==> config.mk <==
export PLATFORM = sky130hd
export DESIGN_NAME = pipe_stage_skid
export DESIGN_NICKNAME = d
export VERILOG_FILES = /design/src/rtl/pipe_stage_skid.sv
export SDC_FILE = /design/constraint.sdc
export NUM_CORES = 1
export LEC_CHECK = 0
export CELL_PAD_IN_SITES_DETAIL_PLACEMENT = 0
export CELL_PAD_IN_SITES_GLOBAL_PLACEMENT = 2
export CORE_MARGIN = 2
export CORE_UTILIZATION = 31
export CTS_BUF_LIST = sky130_fd_sc_hd__clkbuf_8 sky130_fd_sc_hd__clkbuf_16
export DETAILED_ROUTE_END_ITERATION = 16
export HOLD_SLACK_MARGIN = 0.05
export PLACE_DENSITY_LB_ADDON = 0.1
export SLEW_MARGIN = 20
export SYNTH_ARGS = -nofsm -noshare
export SYNTH_HDL_FRONTEND = slang
export SYNTH_SLANG_ARGS = --single-unit
==> constraint.sdc <==
create_clock -name CLK -period 4.6 [get_ports CLK]
set_input_delay 0.69 -clock CLK [delete_from_list [all_inputs] [get_ports CLK]]
set_output_delay 0.69 -clock CLK [all_outputs]
set_load 0.05 [all_outputs]
==> src/rtl/pipe_stage_skid.sv <==
// pipe_stage_skid: generic valid/ready pipeline stage register carrying an
// opaque DATA_W payload between two CPU stages. SKID=1 gives a 2-entry skid
// buffer with a registered in_ready; SKID=0 gives a single entry with a
// combinational in_ready. Supports flush (bubble insertion) and a sticky
// halt lock.
// Optional feature: define PIPE_STATS_EN to add the saturating stall_cnt and
// flush_cnt statistics counters.
module pipe_stage_skid #(
  parameter int DATA_W = 128,
  parameter int SKID   = 1,
  parameter int CNT_W  = 16
) (
  input  logic              CLK,
  input  logic              RST,
  input  logic              in_valid,
  output logic              in_ready,
  input  logic [DATA_W-1:0] in_data,
  input  logic              in_halt,
  input  logic              flush,
  output logic              out_valid,
  input  logic              out_ready,
  output logic [DATA_W-1:0] out_data,
  output logic              out_halt,
  output logic              halt_lock
`ifdef PIPE_STATS_EN
  ,
  output logic [CNT_W-1:0]  stall_cnt,
  output logic [CNT_W-1:0]  flush_cnt
`endif
);

  // Bit 0 of the state is "head valid", so out_valid comes straight from a flop.
  typedef enum logic [1:0] {
    EMPTY = 2'b00,
    ONE   = 2'b01,
    TWO   = 2'b11
  } state_t;

  state_t            state_r, state_nxt_s;
  logic [DATA_W-1:0] head_data_r, head_data_nxt_s;
  logic [DATA_W-1:0] skid_data_r, skid_data_nxt_s;
  logic              head_halt_r, head_halt_nxt_s;
  logic              skid_halt_r, skid_halt_nxt_s;
  logic              lock_r, lock_nxt_s;
  logic              ready_r;
  logic              accept_s, emit_s, halt_pending_s;

  assign accept_s = in_valid && in_ready;
  assign emit_s   = out_valid && out_ready;

  // A halt beat that is still held once this cycle's emit completes; a flush
  // squashes it, so the lock belonged to a mispredicted path.
  assign halt_pending_s = ((state_r == TWO) && skid_halt_r) ||
                          ((state_r != EMPTY) && head_halt_r && !out_ready);

  generate
    if (SKID != 0) begin : g_skid
      assign in_ready = ready_r;
    end else begin : g_noskid
      assign in_ready = ((state_r == EMPTY) || out_ready) && !lock_r;
    end
  endgenerate

  // Next-state: flush squashes everything, otherwise fill/drain head and skid
  always_comb begin
    state_nxt_s     = state_r;
    head_data_nxt_s = head_data_r;
    head_halt_nxt_s = head_halt_r;
    skid_data_nxt_s = skid_data_r;
    skid_halt_nxt_s = skid_halt_r;
    lock_nxt_s      = lock_r;
    if (flush) begin
      state_nxt_s     = EMPTY;
      head_data_nxt_s = {DATA_W{1'b0}};
      head_halt_nxt_s = 1'b0;
      skid_data_nxt_s = {DATA_W{1'b0}};
      skid_halt_nxt_s = 1'b0;
      lock_nxt_s      = lock_r && !halt_pending_s;
    end else begin
      if (accept_s && in_halt) begin
        lock_nxt_s = 1'b1;
      end else begin
        lock_nxt_s = lock_r;
      end
      case (state_r)
        EMPTY: begin
          if (accept_s) begin
            state_nxt_s     = ONE;
            head_data_nxt_s = in_data;
            head_halt_nxt_s = in_halt;
          end else begin
            state_nxt_s = EMPTY;
          end
        end
        ONE: begin
          if (emit_s && accept_s) begin
            head_data_nxt_s = in_data;
            head_halt_nxt_s = in_halt;
          end else if (emit_s) begin
            state_nxt_s     = EMPTY;
            head_data_nxt_s = {DATA_W{1'b0}};
            head_halt_nxt_s = 1'b0;
          end else if (accept_s && (SKID != 0)) begin
            state_nxt_s     = TWO;
            skid_data_nxt_s = in_data;
            skid_halt_nxt_s = in_halt;
          end else begin
            state_nxt_s = ONE;
          end
        end
        TWO: begin
          if (emit_s) begin
            state_nxt_s     = ONE;
            head_data_nxt_s = skid_data_r;
            head_halt_nxt_s = skid_halt_r;
            skid_data_nxt_s = {DATA_W{1'b0}};
            skid_halt_nxt_s = 1'b0;
          end else begin
            state_nxt_s = TWO;
          end
        end
        default: begin
          state_nxt_s     = EMPTY;
          head_data_nxt_s = {DATA_W{1'b0}};
          head_halt_nxt_s = 1'b0;
          skid_data_nxt_s = {DATA_W{1'b0}};
          skid_halt_nxt_s = 1'b0;
        end
      endcase
    end
  end

  // Stage registers; in_ready is precomputed from the next state so it is a flop
  always_ff @(posedge CLK) begin
    if (RST) begin
      state_r     <= EMPTY;
      head_data_r <= {DATA_W{1'b0}};
      head_halt_r <= 1'b0;
      skid_data_r <= {DATA_W{1'b0}};
      skid_halt_r <= 1'b0;
      lock_r      <= 1'b0;
      ready_r     <= 1'b0;
    end else begin
      state_r     <= state_nxt_s;
      head_data_r <= head_data_nxt_s;
      head_halt_r <= head_halt_nxt_s;
      skid_data_r <= skid_data_nxt_s;
      skid_halt_r <= skid_halt_nxt_s;
      lock_r      <= lock_nxt_s;
      ready_r     <= (state_nxt_s != TWO) && !lock_nxt_s;
    end
  end

  // Head data is kept at zero whenever the head is empty, giving a NOP bubble.
  assign out_valid = state_r[0];
  assign out_data  = head_data_r;
  assign out_halt  = head_halt_r;
  assign halt_lock = lock_r;

`ifdef PIPE_STATS_EN
  logic [CNT_W-1:0] stall_cnt_r, flush_cnt_r;

  // Saturating statistics counters, cleared only by reset
  always_ff @(posedge CLK) begin
    if (RST) begin
      stall_cnt_r <= {CNT_W{1'b0}};
      flush_cnt_r <= {CNT_W{1'b0}};
    end else begin
      if (out_valid && !out_ready && (stall_cnt_r != {CNT_W{1'b1}})) begin
        stall_cnt_r <= stall_cnt_r + CNT_W'(1);
      end else begin
        stall_cnt_r <= stall_cnt_r;
      end
      if (flush && (flush_cnt_r != {CNT_W{1'b1}})) begin
        flush_cnt_r <= flush_cnt_r + CNT_W'(1);
      end else begin
        flush_cnt_r <= flush_cnt_r;
      end
    end
  end

  assign stall_cnt = stall_cnt_r;
  assign flush_cnt = flush_cnt_r;
`else
  logic [CNT_W-1:0] stats_unused_s;
  assign stats_unused_s = {CNT_W{1'b0}};
`endif

endmodule

# Word-level counts from Yosys, hierarchy flattened
# Index checks and enable logic that the tools add are counted.
# word_totals
mem_bits_ro,0
mem_bits_rw,0
memories,0
word_cells,60
output_inout_bits,132
input_bits,134
latch_bits,0
register_bits,262
# classes
div_mod_pow,0
n_addsub,0
shifts,0
eq_ne,9
reduce_logical,18
n_mul,0
n_mux,25
order_cmp,0
n_bitwise,1
# ops
op,count
$mux W128,6
$pmux W128 S3,2
$ne A2 B2 Y1 const B,6
$mux W2,5
$logic_and A1 B1 Y1,9
$mux W1,9
$pmux W1 S3,2
$pmux W2 S3,1
$reduce_and A5 Y1,1
$logic_not A1 Y1,3
$ne A3 B3 Y1 const B,1
$reduce_and A3 Y1,1
$eq A2 B1 Y1 const B,1
$eq A2 B2 Y1 const B,1
$logic_not A2 Y1,1
$reduce_bool A2 Y1,1
$reduce_or A2 Y1,1
$logic_or A1 B1 Y1,1
$not A1 Y1,1

# Longest topological paths before layout
# logic_depth
ltp_word,9
ltp_mapped,8
ltp_nobuf,4

# Worst setup path before layout
# No wires, ideal clock.
# synth_timing
path_kind,reg2reg
startpoint,register state_r[0]
endpoint,register head_data_r[0] (netlist: out_data[0])
synth_period_minus_slack_ns,1.781
path_stages_with_launch,7
setup_time_ns,0.119
n_path_buf,2
required_ns,4.481
arrival_ns,1.662
slack_ns,2.819
path_cell_list,dfxtp_1 > nor2_1 > buf_4 > clkbuf_1 > a22o_1 > a21oi_1 > o21ai_1
# synth_between
elab_chain_cells,4
word_cells_on_any_way,11
classes_between,5 x eq/ne; 2 x mux; 4 x reduce/logical
# synth_lines
item,line_no,text
start: declaration,39,"state_t state_r, state_nxt_s;"
start signal: assignment,144,state_r <= state_nxt_s;
$logic_and A1 B1 Y1,49,assign emit_s = out_valid && out_ready;
$logic_and A1 B1 Y1,96,if (emit_s && accept_s) begin
$ne A3 B3 Y1 (no line) or $mux W128 (tied branches),n/a,
$reduce_and A3 Y1 (no line) or $pmux W128 S3 (tied branches),n/a,
end signal: assignment,137,head_data_r <= {DATA_W{1'b0}};
end signal: assignment,145,head_data_r <= head_data_nxt_s;
end: declaration,40,"logic [DATA_W-1:0] head_data_r, head_data_nxt_s;"
# Several ways; a longest one is shown, not always the timed one.
# A chain may end at the register's enable or synchronous reset.

# Final worst setup path
# layout_timing
startpoint,register state_r[0]
endpoint,output out_valid
# layout_lines
item,line_no,text
end: declaration,20,"output logic out_valid,"
# No word-level cell between the ends.

==> flow_summary.toml <==
[clock_tree]
cts-resized-gates = 0
clockBufferDepth = 3
post_cts_buffers = 0
cts-root-buf = "clkbuf_16"
cts_buffers = 34
clk_pin_slew_ns = 0.05
htreeDepth = 2
cts_sinks = 262
cts_tree = "yes"
cts-hold-fix-buffers = 0
clk_latency_ns = 0.50

[setup_path]
worstReg2RegStart = "state_r[1]"
crit_type = "flip-flop to output pin"
cp.depth = 1
path_delay_family = "buffers and inverters"
arrival_ns = 2.04
worst-path-buf-inv = 1
reg2reg_to = "out_data[62]"
rr_worst_depth = 6
start_kind = "flip-flop"
path_max_fanout = 10
critPathCaptureType = "output pin"
cp_data_required_time_ns = 3.91
crit_slowest_cell = "clkdlybuf4s50_1"
reg2reg_slack_ns = 1.95
cp_cell_sequence = "clkdlybuf4s50_1"
slowest_delay_ns = 0.95

[floorplanning]
start_util_pct = 31.3
die_area_um2 = 36200
io_pins = 266
coreArea_um2 = 34400
die_width_um = 190
rows = 68
die_h_um = 190

[synth]
synth_cell_types = 31
post_synth_instance_area_um2 = 10800
ys_ff_latch = 262
postSynthCellCount = 1224
synth_nets = 1358
ys_seq_area_share_pct = 48.7
post_synth.cell_area_avg_um2 = 8.79
ys_warn_count = 0

[sta]
fmax_mhz = 366
finClkSkew_ns = 0.0102
rsz0062_at_grt = "no"
relSlewSlack_pct = 31.7
period_needed_ns = 2.73
period_share_pct = 59.3
setup_viol = 0
tns_ns = 0
hold_violations = 0
drv_slew = 0
worstMarginPinSlew_ns = 1.02

[worst_hold_path]
worstHoldStart = "out_data[41]"
hp-class = "flip-flop to flip-flop"
hold_depth = 2
min_to = "out_data[41]"

[finish]
fin_area_um2 = 14700
multi_input_area_um2 = 4880
fillers = 3424
fin_nets = 1543
layout-drive-gt1-share_pct = 5.93
seqCellArea_um2 = 5250
syn2layout_area_growth_pct = 36.6

[status]
status = "completed"

[drt]
wire_per_inst_um = 19.5
viasPerCell = 5.34
firstDrtPassIters = 5
final_antenna_net_count = 0
drc = 0
via_count = 10100
drtIter0Drc = 467
wirelength_um = 36900

[pwr]
power_mw = 5.64
cellLeakagePower_nw = 5.30
p_per_area_nw_per_um2 = 384
ir_worst_vdd_uv = 191

[grt]
grt_max_degree = 75
gr-total-overflow = 0
grt_pass1_vias = 9697
antenna_found_initial = 2
grt_pass1_wl_um = 57300
track_usage_pct = 19.9

[place]
place_area_um2 = 13500
hpwl_um = 20400
port_buffers = 265
routabilityCongestion = 0.724

[flow_run]
timing.max_cap.violations = 0
## cells in the final DEF, fill, tap and decap left out, types with 2 or more instances in the layout
cell type and n:
a21oi_1 153, a22o_1 129, a22oi_1 105, buf_12 3, buf_4 14, bufinv_16 2
clkbuf_16 37, clkbuf_8 11, clkdlybuf4s50_1 265, clkinv_2 4, dfxtp_1 262, inv_1 8
nand3_1 177, nor2_1 107, nor2_4 4, nor2b_1 3, nor3_1 2, o21ai_0 8
o21ai_1 122
## worst max path at each step
| stage | from | to | slack, ns |
|---|---|---|---|
| 5_1_grt | flush | out_data[30] | 1.65 |
| 2_1_floorplan | state_r[0] | out_data[0] | 2.82 |
| 3_3_place_gp | flush | out_data[27] | 1.39 |
| 6_report | state_r[0] | out_valid | 1.87 |
| 3_5_place_dp | flush | out_data[28] | 1.34 |
| 4_1_cts | state_r[0] | skid_data_r[127] | 1.68 |
## sequential cells by signal, indices dropped and copies added (netlist names)
name and count:
out_data 128, halt_lock 1, out_halt 1, skid_halt_r 1
state_r 2, in_ready 1, skid_data_r 128
## metrics by stage
stage | util [%] | hold WS (ns) | setup slack, ns | cells
finish | 42.8 | 0.455 | 1.87 | 1890
global route | 42.8 | 0.475 | 1.65 | 1889
CTS | 42.8 | 0.458 | 1.68 | 1889
detailed placement | 39.3 | 0.451 | 1.34 | 1828
global placement | 39.3 | 0.445 | 1.39 | 1828
floorplan | - | 0.448 | 2.82 | 1224
## kinds of logic (layout without fill, tap and decap cells)
family          count (synthesis)  after routing  share of synthesized area, %
compound gates                522            522                          31.4
simple gates                  305            305                          13.2
flops                         262            262                          48.7
buf+inv                       135            345                          6.65
other cells                     0              1                             0
## layout make-up
| cell class | count | share of cell area [%] |
|---|---|---|
| Clock buffer | 48 | 7.33 |
| Multi-Input combinational cell | 827 | 33.2 |
| Timing Repair Buffer | 282 | 19.2 |
| Antenna cell | 1 | 0.0170 |
| Clock inverter | 13 | 0.723 |
| Tap cell | 455 | 3.87 |
| Sequential cell | 262 | 35.7 |
| Inverter | 2 | 0.0511 |
## cells in the mapped netlist
cell	n	area [um^2]
a21oi_1	153	766
a222oi_1	1	10.0
a22o_1	129	1130
a22oi_1	105	788
a2bb2oi_2	1	15.0
a31oi_1	1	6.26
a32o_1	1	10.0
and2_1	2	12.5
and3_1	1	6.26
buf_1	1	3.75
buf_2	70	350
buf_4	10	75.1
buf_6	11	124
clkbuf_1	40	150
clkbuf_2	1	5.00
dfxtp_1	262	5250
inv_1	1	3.75
inv_2	1	3.75
nand2_1	2	7.51
nand2b_2	1	8.76
nand3_1	178	891
nand4b_4	1	23.8
nor2_1	110	413
nor2_2	1	6.26
nor2b_1	4	25.0
nor3_1	2	10.0
nor4_1	1	6.26
o21ai_0	8	40.0
o21ai_1	123	616
or2_1	1	6.26
or2_2	1	6.26
## layer usage
| layer | vias up | GRT usage [%] | wire length, um |
|---|---|---|---|
| li1 | 4929 | - | - |
| met1 | 4876 | 27.7 | 17600 |
| met5 | - | 0 | 11 |
| met3 | 42 | 4.75 | 2280 |
| met2 | 249 | 31.2 | 16400 |
| met4 | 2 | 4.35 | 607 |
## where the power goes
group | internal [mW] | leakage, nW | total, mW | switching [mW]
combinational | 0.245 | 2.57 | 0.585 | 0.340
clock | 1.73 | 0.616 | 2.74 | 1.00
sequential | 2.30 | 2.12 | 2.32 | 0.0199
total | 4.28 | 5.30 | 5.64 | 1.36
(Power assumes the default switching activity.)
